==> config.mk <==
export PLATFORM = sky130hd
export DESIGN_NAME = configure_machine_lanes
export DESIGN_NICKNAME = d
export VERILOG_FILES = /design/src/rtl/day10_pkg.sv /design/src/rtl/configure_machine_lane.sv /design/src/rtl/configure_machine_lanes.sv
export SDC_FILE = /design/constraint.sdc
export NUM_CORES = 1
export LEC_CHECK = 0
export ABC_CLOCK_PERIOD_IN_PS = 17970
export BUFFER_PORTS_ARGS = -buffer_cell sky130_fd_sc_hd__clkbuf_2
export CAP_MARGIN = 20
export CORE_ASPECT_RATIO = 0.75
export CORE_UTILIZATION = 40
export CTS_CLUSTER_SIZE = 8
export DETAILED_ROUTE_END_ITERATION = 10
export SYNTH_ARGS = -nofsm -noshare
export SYNTH_HDL_FRONTEND = slang
export SYNTH_SLANG_ARGS = --single-unit
==> constraint.sdc <==
create_clock -name clk -period 17.97 [get_ports clk]
set_clock_uncertainty 0.2 [all_clocks]
set_input_delay 2.6955 -clock clk [delete_from_list [all_inputs] [get_ports clk]]
set_output_delay 2.6955 -clock clk [all_outputs]
set_load 0.05 [all_outputs]
==> src/rtl/day10_pkg.sv <==
// Shared widths, FSM states and result record for the button-subset search
// that finds the fewest presses turning a machine's lights into its target.
package day10_pkg;

  function automatic int buttons_w(input int max_buttons);
    return (max_buttons <= 1) ? 1 : $clog2(max_buttons + 1);
  endfunction

  function automatic int lights_w(input int max_lights);
    return (max_lights <= 1) ? 1 : $clog2(max_lights + 1);
  endfunction

  localparam int RES_MAX_BUTTONS = 13;
  localparam int RES_PRESSES_W   = buttons_w(RES_MAX_BUTTONS);

  typedef enum logic [1:0] {
    IDLE,
    SEARCH,
    DONE
  } state_t;

  typedef struct packed {
    logic                       solvable;
    logic [RES_PRESSES_W-1:0]   presses;
    logic [RES_MAX_BUTTONS-1:0] mask;
  } result_t;

endpackage

==> src/rtl/configure_machine_lane.sv <==
// One search lane: for a candidate subset, XORs the chosen button masks and
// reports range, raw target match and the subset's press count.
module configure_machine_lane
  import day10_pkg::*;
#(
  parameter  int MAX_NUM_LIGHTS    = 10,
  parameter  int MAX_NUM_BUTTONS   = 13,
  localparam int MAX_NUM_BUTTONS_W = buttons_w(MAX_NUM_BUTTONS)
) (
  input  logic [MAX_NUM_BUTTONS:0]                subset,
  input  logic [MAX_NUM_BUTTONS:0]                limit,
  input  logic [MAX_NUM_BUTTONS*MAX_NUM_LIGHTS-1:0] buttons,
  input  logic [MAX_NUM_LIGHTS-1:0]               target,
  output logic                                    in_range,
  output logic                                    hit,
  output logic [MAX_NUM_BUTTONS_W-1:0]            popcount
);

  logic [MAX_NUM_LIGHTS-1:0] acc;

  always_comb begin
    acc      = '0;
    popcount = '0;
    for (int b = 0; b < MAX_NUM_BUTTONS; b++) begin
      if (subset[b]) begin
        acc      = acc ^ buttons[b*MAX_NUM_LIGHTS +: MAX_NUM_LIGHTS];
        popcount = popcount + MAX_NUM_BUTTONS_W'(1);
      end
    end
  end

  assign in_range = (subset < limit);
  assign hit      = (acc == target);

endmodule

==> src/rtl/configure_machine_lanes.sv <==
// Exhaustive minimum-press search over all 2^nb button subsets, NUM_LANES
// subsets per cycle, with valid/ready handshakes on both sides.
module configure_machine_lanes
  import day10_pkg::*;
#(
  parameter  int MAX_NUM_LIGHTS    = 10,
  parameter  int MAX_NUM_BUTTONS   = 13,
  parameter  int NUM_LANES         = 4,
  localparam int MAX_NUM_BUTTONS_W = buttons_w(MAX_NUM_BUTTONS)
) (
  input  logic                                      clk,
  input  logic                                      rst,
  input  logic                                      in_valid,
  output logic                                      in_ready,
  input  logic [MAX_NUM_LIGHTS-1:0]                 in_target,
  input  logic [MAX_NUM_BUTTONS*MAX_NUM_LIGHTS-1:0] in_buttons,
  input  logic [MAX_NUM_BUTTONS_W-1:0]              in_num_buttons,
  output logic                                      out_valid,
  input  logic                                      out_ready,
  output logic                                      out_solvable,
  output logic [MAX_NUM_BUTTONS_W-1:0]              out_presses,
  output logic [MAX_NUM_BUTTONS-1:0]                out_mask
);

  localparam int BW  = MAX_NUM_BUTTONS * MAX_NUM_LIGHTS;
  localparam int SW  = MAX_NUM_BUTTONS + 1;

  state_t                       state, state_next;
  logic [SW-1:0]                base, limit;
  logic [MAX_NUM_BUTTONS_W-1:0] nb, nb_clamped;
  logic [MAX_NUM_BUTTONS_W-1:0] best, best_next;
  logic [MAX_NUM_BUTTONS-1:0]   best_mask, best_mask_next;
  logic [MAX_NUM_LIGHTS-1:0]    target_q;
  logic [BW-1:0]                buttons_q;
  logic                         accept, search_last, found, done;

  logic [NUM_LANES-1:0]         lane_in_range, lane_hit;
  logic [MAX_NUM_BUTTONS_W-1:0] lane_pop    [NUM_LANES];
  logic [SW-1:0]                lane_subset [NUM_LANES];

  assign limit      = SW'(1) << nb;
  assign nb_clamped = (in_num_buttons > MAX_NUM_BUTTONS_W'(MAX_NUM_BUTTONS))
                      ? MAX_NUM_BUTTONS_W'(MAX_NUM_BUTTONS) : in_num_buttons;
  assign accept     = in_valid && in_ready;
  // One extra bit so base + NUM_LANES cannot wrap before the compare.
  assign search_last = ({1'b0, base} + (SW+1)'(NUM_LANES)) >= {1'b0, limit};

  for (genvar l = 0; l < NUM_LANES; l++) begin : g_lane
    assign lane_subset[l] = base + SW'(l);
    configure_machine_lane #(
      .MAX_NUM_LIGHTS  (MAX_NUM_LIGHTS),
      .MAX_NUM_BUTTONS (MAX_NUM_BUTTONS)
    ) u_lane (
      .subset   (lane_subset[l]),
      .limit    (limit),
      .buttons  (buttons_q),
      .target   (target_q),
      .in_range (lane_in_range[l]),
      .hit      (lane_hit[l]),
      .popcount (lane_pop[l])
    );
  end

  // Strict less-than keeps the lowest lane this cycle and earlier cycles' hits.
  always_comb begin
    best_next      = best;
    best_mask_next = best_mask;
    for (int l = 0; l < NUM_LANES; l++) begin
      if (lane_in_range[l] && lane_hit[l] && (lane_pop[l] < best_next)) begin
        best_next      = lane_pop[l];
        best_mask_next = lane_subset[l][MAX_NUM_BUTTONS-1:0];
      end
    end
  end

  always_comb begin
    state_next = state;
    in_ready   = 1'b0;
    done       = 1'b0;
    case (state)
      IDLE: begin
        in_ready = !rst;
        if (in_valid) state_next = SEARCH;
      end
      SEARCH: begin
        if (search_last) state_next = DONE;
      end
      DONE: begin
        done = !rst;
        if (out_ready) state_next = IDLE;
      end
      default: state_next = IDLE;
    endcase
  end

  always_ff @(posedge clk) begin
    if (rst) state <= IDLE;
    else     state <= state_next;
  end

  always_ff @(posedge clk) begin
    if (accept) begin
      target_q  <= in_target;
      buttons_q <= in_buttons;
      nb        <= nb_clamped;
      base      <= '0;
      best      <= '1;
      best_mask <= '0;
    end else if (state == SEARCH) begin
      base      <= base + SW'(NUM_LANES);
      best      <= best_next;
      best_mask <= best_mask_next;
    end
  end

  assign found        = (best != '1);
  assign out_valid    = done;
  assign out_solvable = done && found;
  assign out_presses  = (done && found) ? best : '0;
  assign out_mask     = (done && found) ? best_mask : '0;

endmodule
-- Word-level counts from Yosys, hierarchy flattened
Index checks and enable logic that the tools add are counted.
- output and inout bits: 20
- input bits: 148
- register bits after elaboration: 177
- word-level logic and storage cells: 264
- order comparisons: 10
- eq/ne operators: 10
- shift-type cells: 1
- $add $sub $neg: 53
- bitwise operators: 48
- reductions and logical operators: 15
- muxes and demuxes: 120
- operators by type and width (operator ; count):
    $mux 10 ; 52
    $xor 10x10->10 ; 48
    $mux 4 ; 53
    $add 4x1->4 const B ; 48
    $mux 13 ; 5
    $lt 14x14->1 ; 4
    $eq 10x10->1 ; 4
    $add 14x2->14 const B ; 2
    $lt 4x4->1 ; 4
    $add 14x3->15 const B ; 1
    $ge 15x14->1 ; 1
    $add 14x1->14 const B ; 1
    $add 14x3->14 const B ; 1
    $shl 1x4->14 const A ; 1
    $logic_and 1x1->1 ; 10
    $mux 1 ; 6
    $mux 2 ; 3
    $ne 2x2->1 const B ; 3
    $pmux 2 s3 ; 1
    $gt 4x4->1 const B ; 1
    $ne 4x4->1 const B ; 1
    $reduce_bool 4->1 ; 1
    $reduce_and 3->1 ; 1
    $eq 2x1->1 const B ; 1
    4 further kinds ; 4

-- Logic depth before layout (Yosys ltp)
Gate-level depths: netlist of run 1.
- depth after elaboration: 39
- depth in mapped cells: 67
- gate-level depth less buffers: 65

-- Hierarchy
Synthesis of run 1 repeated with hierarchy kept, for this count alone.
- cells, all modules: 2163
- area total of the unflattened synthesis: 18815.5 µm²
- by module, submodules not included (module ; instances ; area an instance (µm²) ; cells an instance):
    configure_machine_lane ; 4 ; 2945.3 ; 419
    configure_machine_lanes ; 1 ; 7034.2 ; 487

-- Least setup slack after synthesis of run 1
Ideal clock, no wire load.
- kind: register to register
- start: register base[4]
- end: register best_mask[10]
- data arrival time: 11.930 ns
- path slack: 5.506 ns
- setup time: 0.334 ns
- buffers on the path: 3
- cell stages (with the launch flop): 63
- period minus slack after synthesis: 12.464 ns
- path through: dfxtp_1 buf_2 buf_1 inv_1 fa_1 inv_1 ha_1 nand2_1 o21ai_0 ha_1 nor2b_1 nor2_1 ha_1 nand2_1 o31ai_1 ha_1 nand2b_1 o21a_1 (+27 left out) mux2i_1 ha_1 nand3_1 or2_0 a311o_1 a21oi_1 mux2_2 ha_1 a21o_1 a221oi_1 nand3_1 nor3_1 nand4_1 nor2_1 o41ai_4 buf_6 mux2i_1 nor2_1
- longest elaborated chain between the ends: 31
- elaborated cells on any way between the ends: 167
- classes of those cells: 35 x add/sub; 8 x order compare; 4 x eq/ne; 78 x mux; 32 x bitwise; 10 x reduce/logical
- RTL lines (element ; line ; text):
    start: declaration ; configure_machine_lanes.sv:29 ; logic [SW-1:0] base, limit;
    start signal: assignment ; configure_machine_lanes.sv:110 ; base <= base + SW'(NUM_LANES);
    parallel branches: the longest is 31 deep, another holds $add 14x1->14 ; n/a ;
    end signal: assignment ; configure_machine_lanes.sv:112 ; best_mask <= best_mask_next;
    end: declaration ; configure_machine_lanes.sv:32 ; logic [MAX_NUM_BUTTONS-1:0] best_mask, best_mask_next;
Parallel ways; which one is timed is not known.
A chain may end at the register's enable or synchronous reset.

-- Worst setup path in the final report of run 1
- start: register base[2]
- end: register best_mask[8]
- longest elaborated chain between the ends: 35
- elaborated cells on any way between the ends: 199
- classes of those cells: 43 x add/sub; 8 x order compare; 4 x eq/ne; 94 x mux; 40 x bitwise; 10 x reduce/logical
- RTL lines (element):
    parallel branches: the longest is 35 deep, another holds $add 14x1->14
Parallel ways; which one is timed is not known.

==> impl_metrics.tcl, run 1 <==
set metrics [dict create \
    syn_inst 1034 \
    hold_end "best_mask[1]$_SDFFE_PP0P_" \
    syn_area_per_cell_sq_um 10.57 \
    grt_usage 0.2046 \
    ys.flop_type "edfxtp_1" \
    num_vias 7842 \
    ir_drop_mv 0.07299 \
    holdPathStages 2 \
    async_flop_share 0 \
    violations "DRC" \
    numCtsBuffers 17 \
    cpPeakStageDelay_ps 910 \
    routed_via_density 5.059 \
    synth_seq_cells 175 \
    wirelength_microns 27890 \
    syn-cell-area_sq_mm 0.01092 \
    p_comb_frac 0.417 \
    grt_pass1_wl_microns 42760 \
    place_congestion 0.8980 \
    overflow 0 \
    p_clk_frac 0.258 \
    critPathRequiredTime_ps 18090 \
    final_hold_viol_count 0 \
    wl_met1_microns 13690 \
    cp-start-kind "flop" \
    dp_hpwl_microns 20360 \
    wl_met2_microns 12240 \
    rr_worst_depth 59 \
    period_minus_slack_ps 14290 \
    die_w_microns 192.8 \
    grt_max_degree 73 \
    setup_viol 0 \
    cts_buffer_depth 2 \
    min_from "best_mask[1]$_SDFFE_PP0P_" \
    fin_util 0.4812 \
    hold_class "reg -> reg" \
    dieArea_sq_mm 0.02798 \
    drv_cap 0 \
    rsz0062_at_grt "no" \
    path_clk_slew_ps 70 \
    switchingPower_mw 0.5904 \
    drv_slew 0 \
    antenna_left 0 \
    arrival_ps 14410 \
    clock_latency_ps 450 \
    reg2reg_from "base[2]$_SDFFE_PP0N_" \
    p_sw_frac 0.3786 \
    setup_tns_ps 0 \
    top_layer_used "met4" \
    slew_headroom 0.2368 \
    place_area_sq_mm 0.01208 \
    initial_utilization 0.4135 \
    crit_type "reg -> reg" \
    p_leak_nw 5.026 \
    htree_levels 4 \
    fp.dieH_microns 145.1 \
    rrSetupSlack_ps 3680 \
    fillers 2494 \
    area_growth_syn_to_layout_pct 16.37 \
    ys_types 74 \
    max_clock_freq_ghz 0.07000 \
    cp_max_fo 16 \
    rows 51 \
    finalPower_mw 1.559 \
    synth_seq_area_share 0.4526 \
    status "finished, violations left" \
    worst_setup_path_end_kind "flop" \
    root_buffer "clkbuf_16" \
    drt_iter0_drc 596 \
    grt_pass1_vias 7849 \
    wl_met3_microns 1667 \
    yosys_warnings 0 \
    slowest_stage "o41ai_4" \
    ctsHoldBuffers 0 \
    pin_count 168 \
    worst_pin_slew_ps 1141 \
    drc_errors 20 \
    wl_per_cell_microns 17.99 \
    period_share 0.7950 \
    reg2reg_to "best_mask[8]$_SDFFE_PP0P_" \
    grt_antenna_before_repair 0 \
    p_per_area_mw_per_mm2 122.7 \
    io_buffers 167 \
    cts_resized 0 \
    syn_nets 1246 \
    intPower_mw 0.9690 \
    drive_above_1_share 0.1992 \
    post-cts-setup-buffers 0 \
    cts_tree "done" \
    crit_top_cell "ha_1" \
    design_area_sq_mm 0.01271 \
    fp.coreArea_sq_mm 0.02642 \
    clock-sinks 175 \
    first_pass_iters 9 \
    pwr-share-seq 0.325 \
    synth-edff-count 144 \
    nets 1404 \
]
per-layer routing:
metal / track usage / up-vias
met5: 0 / -
met4: 0.05236 / 0
met3: 0.04378 / 18
met2: 0.3118 / 222
met1: 0.2920 / 3687
li1: - / 3915
area by class of cell:
| type | count | area [sq um] | area share |
|---|---|---|---|
| clock inverter | 15 | 200.2 | 0.01575 |
| timing repair buffer | 178 | 918.4 | 0.07224 |
| antenna | 1 | 2.502 | 0.0001969 |
| clock buffer | 17 | 425.4 | 0.03346 |
| tap | 344 | 430.4 | 0.03386 |
| inverter | 35 | 131.4 | 0.01033 |
| sequential | 175 | 4945 | 0.3890 |
| multi-input combinational | 785 | 5659 | 0.4452 |
Yosys cell counts (5+ instances only):
library cell	instances	share of area
and2_1	20	0.011
clkbuf_1	17	0.0058
o22ai_1	7	0.0040
ha_1	63	0.072
edfxtp_1	144	0.40
xor2_1	80	0.064
nand2_1	194	0.067
nor2b_1	13	0.0074
a21oi_1	33	0.015
mux2_2	10	0.010
a21o_1	7	0.0048
inv_1	35	0.012
nand2b_1	9	0.0052
dfxtp_1	31	0.057
mux2i_1	15	0.014
o21a_1	6	0.0041
buf_4	6	0.0041
xnor2_1	112	0.090
buf_1	6	0.0021
nand3_1	28	0.013
buf_2	8	0.0037
nor3_1	9	0.0041
a31oi_1	6	0.0034
and3_1	5	0.0029
nor2_1	38	0.013
nand4_1	11	0.0063
o21ai_0	36	0.016
xnor3_1	13	0.027
metrics by stage:
| stage | cells | setup slack [ps] | hold WS (ps) |
|---|---|---|---|
| 2_1_floorplan | 1034 | 5506 | 227.3 |
| 3_3_place_gp | 1517 | 4399 | 248.9 |
| 3_5_place_dp | 1517 | 3871 | 250.9 |
| 4_1_cts | 1549 | 3817 | 261.4 |
| 5_1_grt | 1549 | 2887 | 283.3 |
| 6_report | 1550 | 3683 | 257.9 |
critical path: cells and delay by family (launching register included):
family / cells / cell delay (ps)
compound gates: 16 / 4010
fa+ha+maj: 13 / 4010
buf+inv: 7 / 730
flops: 1 / 840
mux: 5 / 1380
simple gates: 18 / 2990
power groups by stage:
| stage | clock network [mW] | registers (mW) | logic (mW) |
|---|---|---|---|
| 2_1_floorplan | 0 | 0.507 | 0.487 |
| 3_3_place_gp | 0 | 0.515 | 0.634 |
| 3_5_place_dp | 0 | 0.516 | 0.642 |
| 4_1_cts | 0.407 | 0.507 | 0.649 |
| 5_1_grt | 0.425 | 0.511 | 0.725 |
| 6_report | 0.403 | 0.507 | 0.650 |
state kept, by name, indices dropped and copies added, names as in the netlist:
register   cells
best           4
nb             4
base          12
best_mask     13
buttons_q    130
target_q      10
state          2
placed cells by master (no fill, tap or decap), drive strengths merged, types with 6 or more instances in the layout:
cell type / instances
xnor2: 116
a21o: 7
dfxtp: 31
nor3: 9
nand2b: 9
a31oi: 7
and2: 21
inv: 42
clkbuf: 184
xor2: 80
o22ai: 7
mux2: 10
o21ai: 36
a21oi: 33
nand3: 28
mux2i: 15
nor2b: 13
nand2: 196
nand4: 11
xnor3: 14
ha: 63
buf: 11
edfxtp: 144
nor2: 38
o21a: 6
worst max-delay path by stage:
stage	startpoint	endpoint	slack [ps]	cells past startpoint
final	base[2]$_SDFFE_PP0N_	best_mask[8]$_SDFFE_PP0P_	3680	59
after detailed placement	base[2]$_SDFFE_PP0N_	best_mask[11]$_SDFFE_PP0P_	3870	59
after global placement	base[2]$_SDFFE_PP0N_	best_mask[7]$_SDFFE_PP0P_	4400	59
after global routing	base[2]$_SDFFE_PP0N_	best_mask[9]$_SDFFE_PP0P_	2890	59
after floorplan	base[4]$_SDFFE_PP0N_	best_mask[10]$_SDFFE_PP0P_	5510	62
after CTS	base[2]$_SDFFE_PP0N_	best_mask[11]$_SDFFE_PP0P_	3820	59
logic make-up after synthesis:
family	after synthesis	synth area share
AND/OR/NAND/NOR	359	0.1526
adder cells (fa/ha/maj)	64	0.07399
flip-flops	175	0.4526
multiplexers	25	0.02405
XOR/XNOR	211	0.1912
buffers and inverters	74	0.02978
AO/OA/AOI/OAI	126	0.07582
No activity file was read; power rests on OpenSTA's default activity.
==> inputs of run 2 (changes only) <==
- ABC_CLOCK_PERIOD_IN_PS: 17970 -> 13600
- clock period: 17.97 -> 13.6 ns (I/O delays scaled with it)
==> impl_metrics.tcl, run 2 (synthesized netlist as in run 1, its figures left out) <==
set metrics [dict create \
    slowest_stage "or4_4" \
    hold_slack_ps 256.3 \
    place_ws_ps 179.8 \
    final_hold_viol_count 0 \
    crit_type "reg -> reg" \
    critPathRequiredTime_ps 13720 \
    nets 1416 \
    crit_top_cell "ha_1" \
    setup_tns_ps 0 \
    clock-sinks 175 \
    path_buf_inv 10 \
    die_w_microns 192.8 \
    rows 51 \
    slew_headroom 0.4023 \
    worst_pin_slew_ps 894.8 \
    max_clock_freq_ghz 0.07947 \
    grt_usage 0.2044 \
    pwr-share-seq 0.320 \
    dp_hpwl_microns 20490 \
    holdPathStages 2 \
    violations "DRC" \
    htree_levels 4 \
    dp_cells 1521 \
    intPower_mw 1.284 \
    diodes 0 \
    multiInputGateArea_sq_mm 0.005707 \
    top_register "buttons_q" \
    instances_no_fill 1561 \
    fillers 2448 \
    p_clk_frac 0.250 \
    top_regs "buttons_q x130, best_mask x13, base x12" \
    hold_class "reg -> reg" \
    period_share 0.9252 \
    crit_cells 65 \
    overflow 0 \
    cp_top_family "adder cells" \
    io_buffers 167 \
    grt_max_degree 70 \
    drv_cap 0 \
    fin_util 0.4861 \
    layout_common_cells "nand2_1, clkbuf_2, edfxtp_1, xnor2_1, xor2_1" \
    period_minus_slack_ps 12580 \
    worst_setup_path_end_kind "flop" \
    wirelength_microns 27400 \
    setup_viol 0 \
    first_pass_iters 7 \
    p_per_area_mw_per_mm2 160.2 \
    cp_max_fo 15 \
    antenna_left 0 \
    grt_pass1_wl_microns 42880 \
    dieArea_sq_mm 0.02798 \
    numCtsBuffers 17 \
    drc_errors 10 \
    design_area_sq_mm 0.01284 \
    cts_buffer_depth 2 \
    p_leak_nw 5.090 \
    drive_above_1_share 0.2136 \
    num_vias 7854 \
    place_congestion 0.8593 \
    p_sw_frac 0.3757 \
    rr_worst_depth 65 \
    cts_tree "done" \
    routed_via_density 5.031 \
    fp.coreArea_sq_mm 0.02642 \
    drv_slew 0 \
    cpPeakStageDelay_ps 580 \
    pin_count 168 \
    path_clk_slew_ps 70 \
    wl_per_cell_microns 17.55 \
    drt_iter0_drc 440 \
    grt_pass1_vias 7745 \
    switchingPower_mw 0.7728 \
    area_growth_syn_to_layout_pct 17.56 \
    arrival_ps 12700 \
    fin_ws_ps 1017 \
    root_buffer "clkbuf_16" \
    status "finished, violations left" \
    ir_drop_mv 0.1044 \
    regArea_sq_mm 0.004946 \
    fp.dieH_microns 145.1 \
    largest_reg_flops 130 \
    layout.cells.most_common "nand2_1" \
    grt_antenna_before_repair 0 \
    place_area_sq_mm 0.01211 \
    initial_utilization 0.4135 \
    finalPower_mw 2.057 \
    cp-start-kind "flop" \
    clock_latency_ps 440 \
    p_comb_frac 0.430 \
]
## run 2: cell types whose count changed in the layout (fill, tap and decap cells not counted), moves of 2 or more
cell | previous run | this run
clkinv_2 | 0 | 4
inv_6 | 5 | 3
nor2_1 | 38 | 36
buf_4 | 11 | 22
## run 2: power groups by stage
stage	combinational [mW]	clock [mW]	sequential, mW
2_1_floorplan	0.644	0	0.670
3_3_place_gp	0.868	0	0.669
3_5_place_dp	0.868	0	0.670
4_1_cts	0.875	0.523	0.659
5_1_grt	0.992	0.544	0.664
6_report	0.884	0.514	0.659
## run 2: repair_timing
| item | in CTS | in global routing |
|---|---|---|
| endpoints found under the setup margin | 0 | 17 |
| hold buffers | 0 | 0 |
| setup buffers | 0 | 8 |
| gates resized for setup | 0 | 11 |
## run 2: layout make-up
type	instances	share of cell area
multi-input combinational	785	0.4444
sequential	175	0.3851
timing repair buffer	190	0.07950
tap	344	0.03352
clock buffer	17	0.03313
clock inverter	15	0.01413
inverter	35	0.01023
## run 2: metal layers
layer	vias to the layer above	part of all wire	GRT usage	routed length, microns
li1	3930	-	-	-
met1	3694	0.50	0.3036	13750
met2	201	0.43	0.3038	11910
met3	29	0.049	0.03411	1340
met4	0	0.014	0.05551	397
met5	-	0	0	0
## run 2: worst min-delay path, stage by stage, from the launching register on
cell	delay, ps
dfxtp_1	310
nand2_1	50
a21oi_1	50
## run 2: final timing paths
kind / end / from / slack (ps)
setup / recovery: best_mask[3]$_SDFFE_PP0P_ / base[2]$_SDFFE_PP0N_ / 1020
hold / removal: best_mask[0]$_SDFFE_PP0P_ / best_mask[0]$_SDFFE_PP0P_ / 260
setup reg to reg: best_mask[3]$_SDFFE_PP0P_ / base[2]$_SDFFE_PP0N_ / 1020
hold reg to reg: best_mask[0]$_SDFFE_PP0P_ / best_mask[0]$_SDFFE_PP0P_ / 260
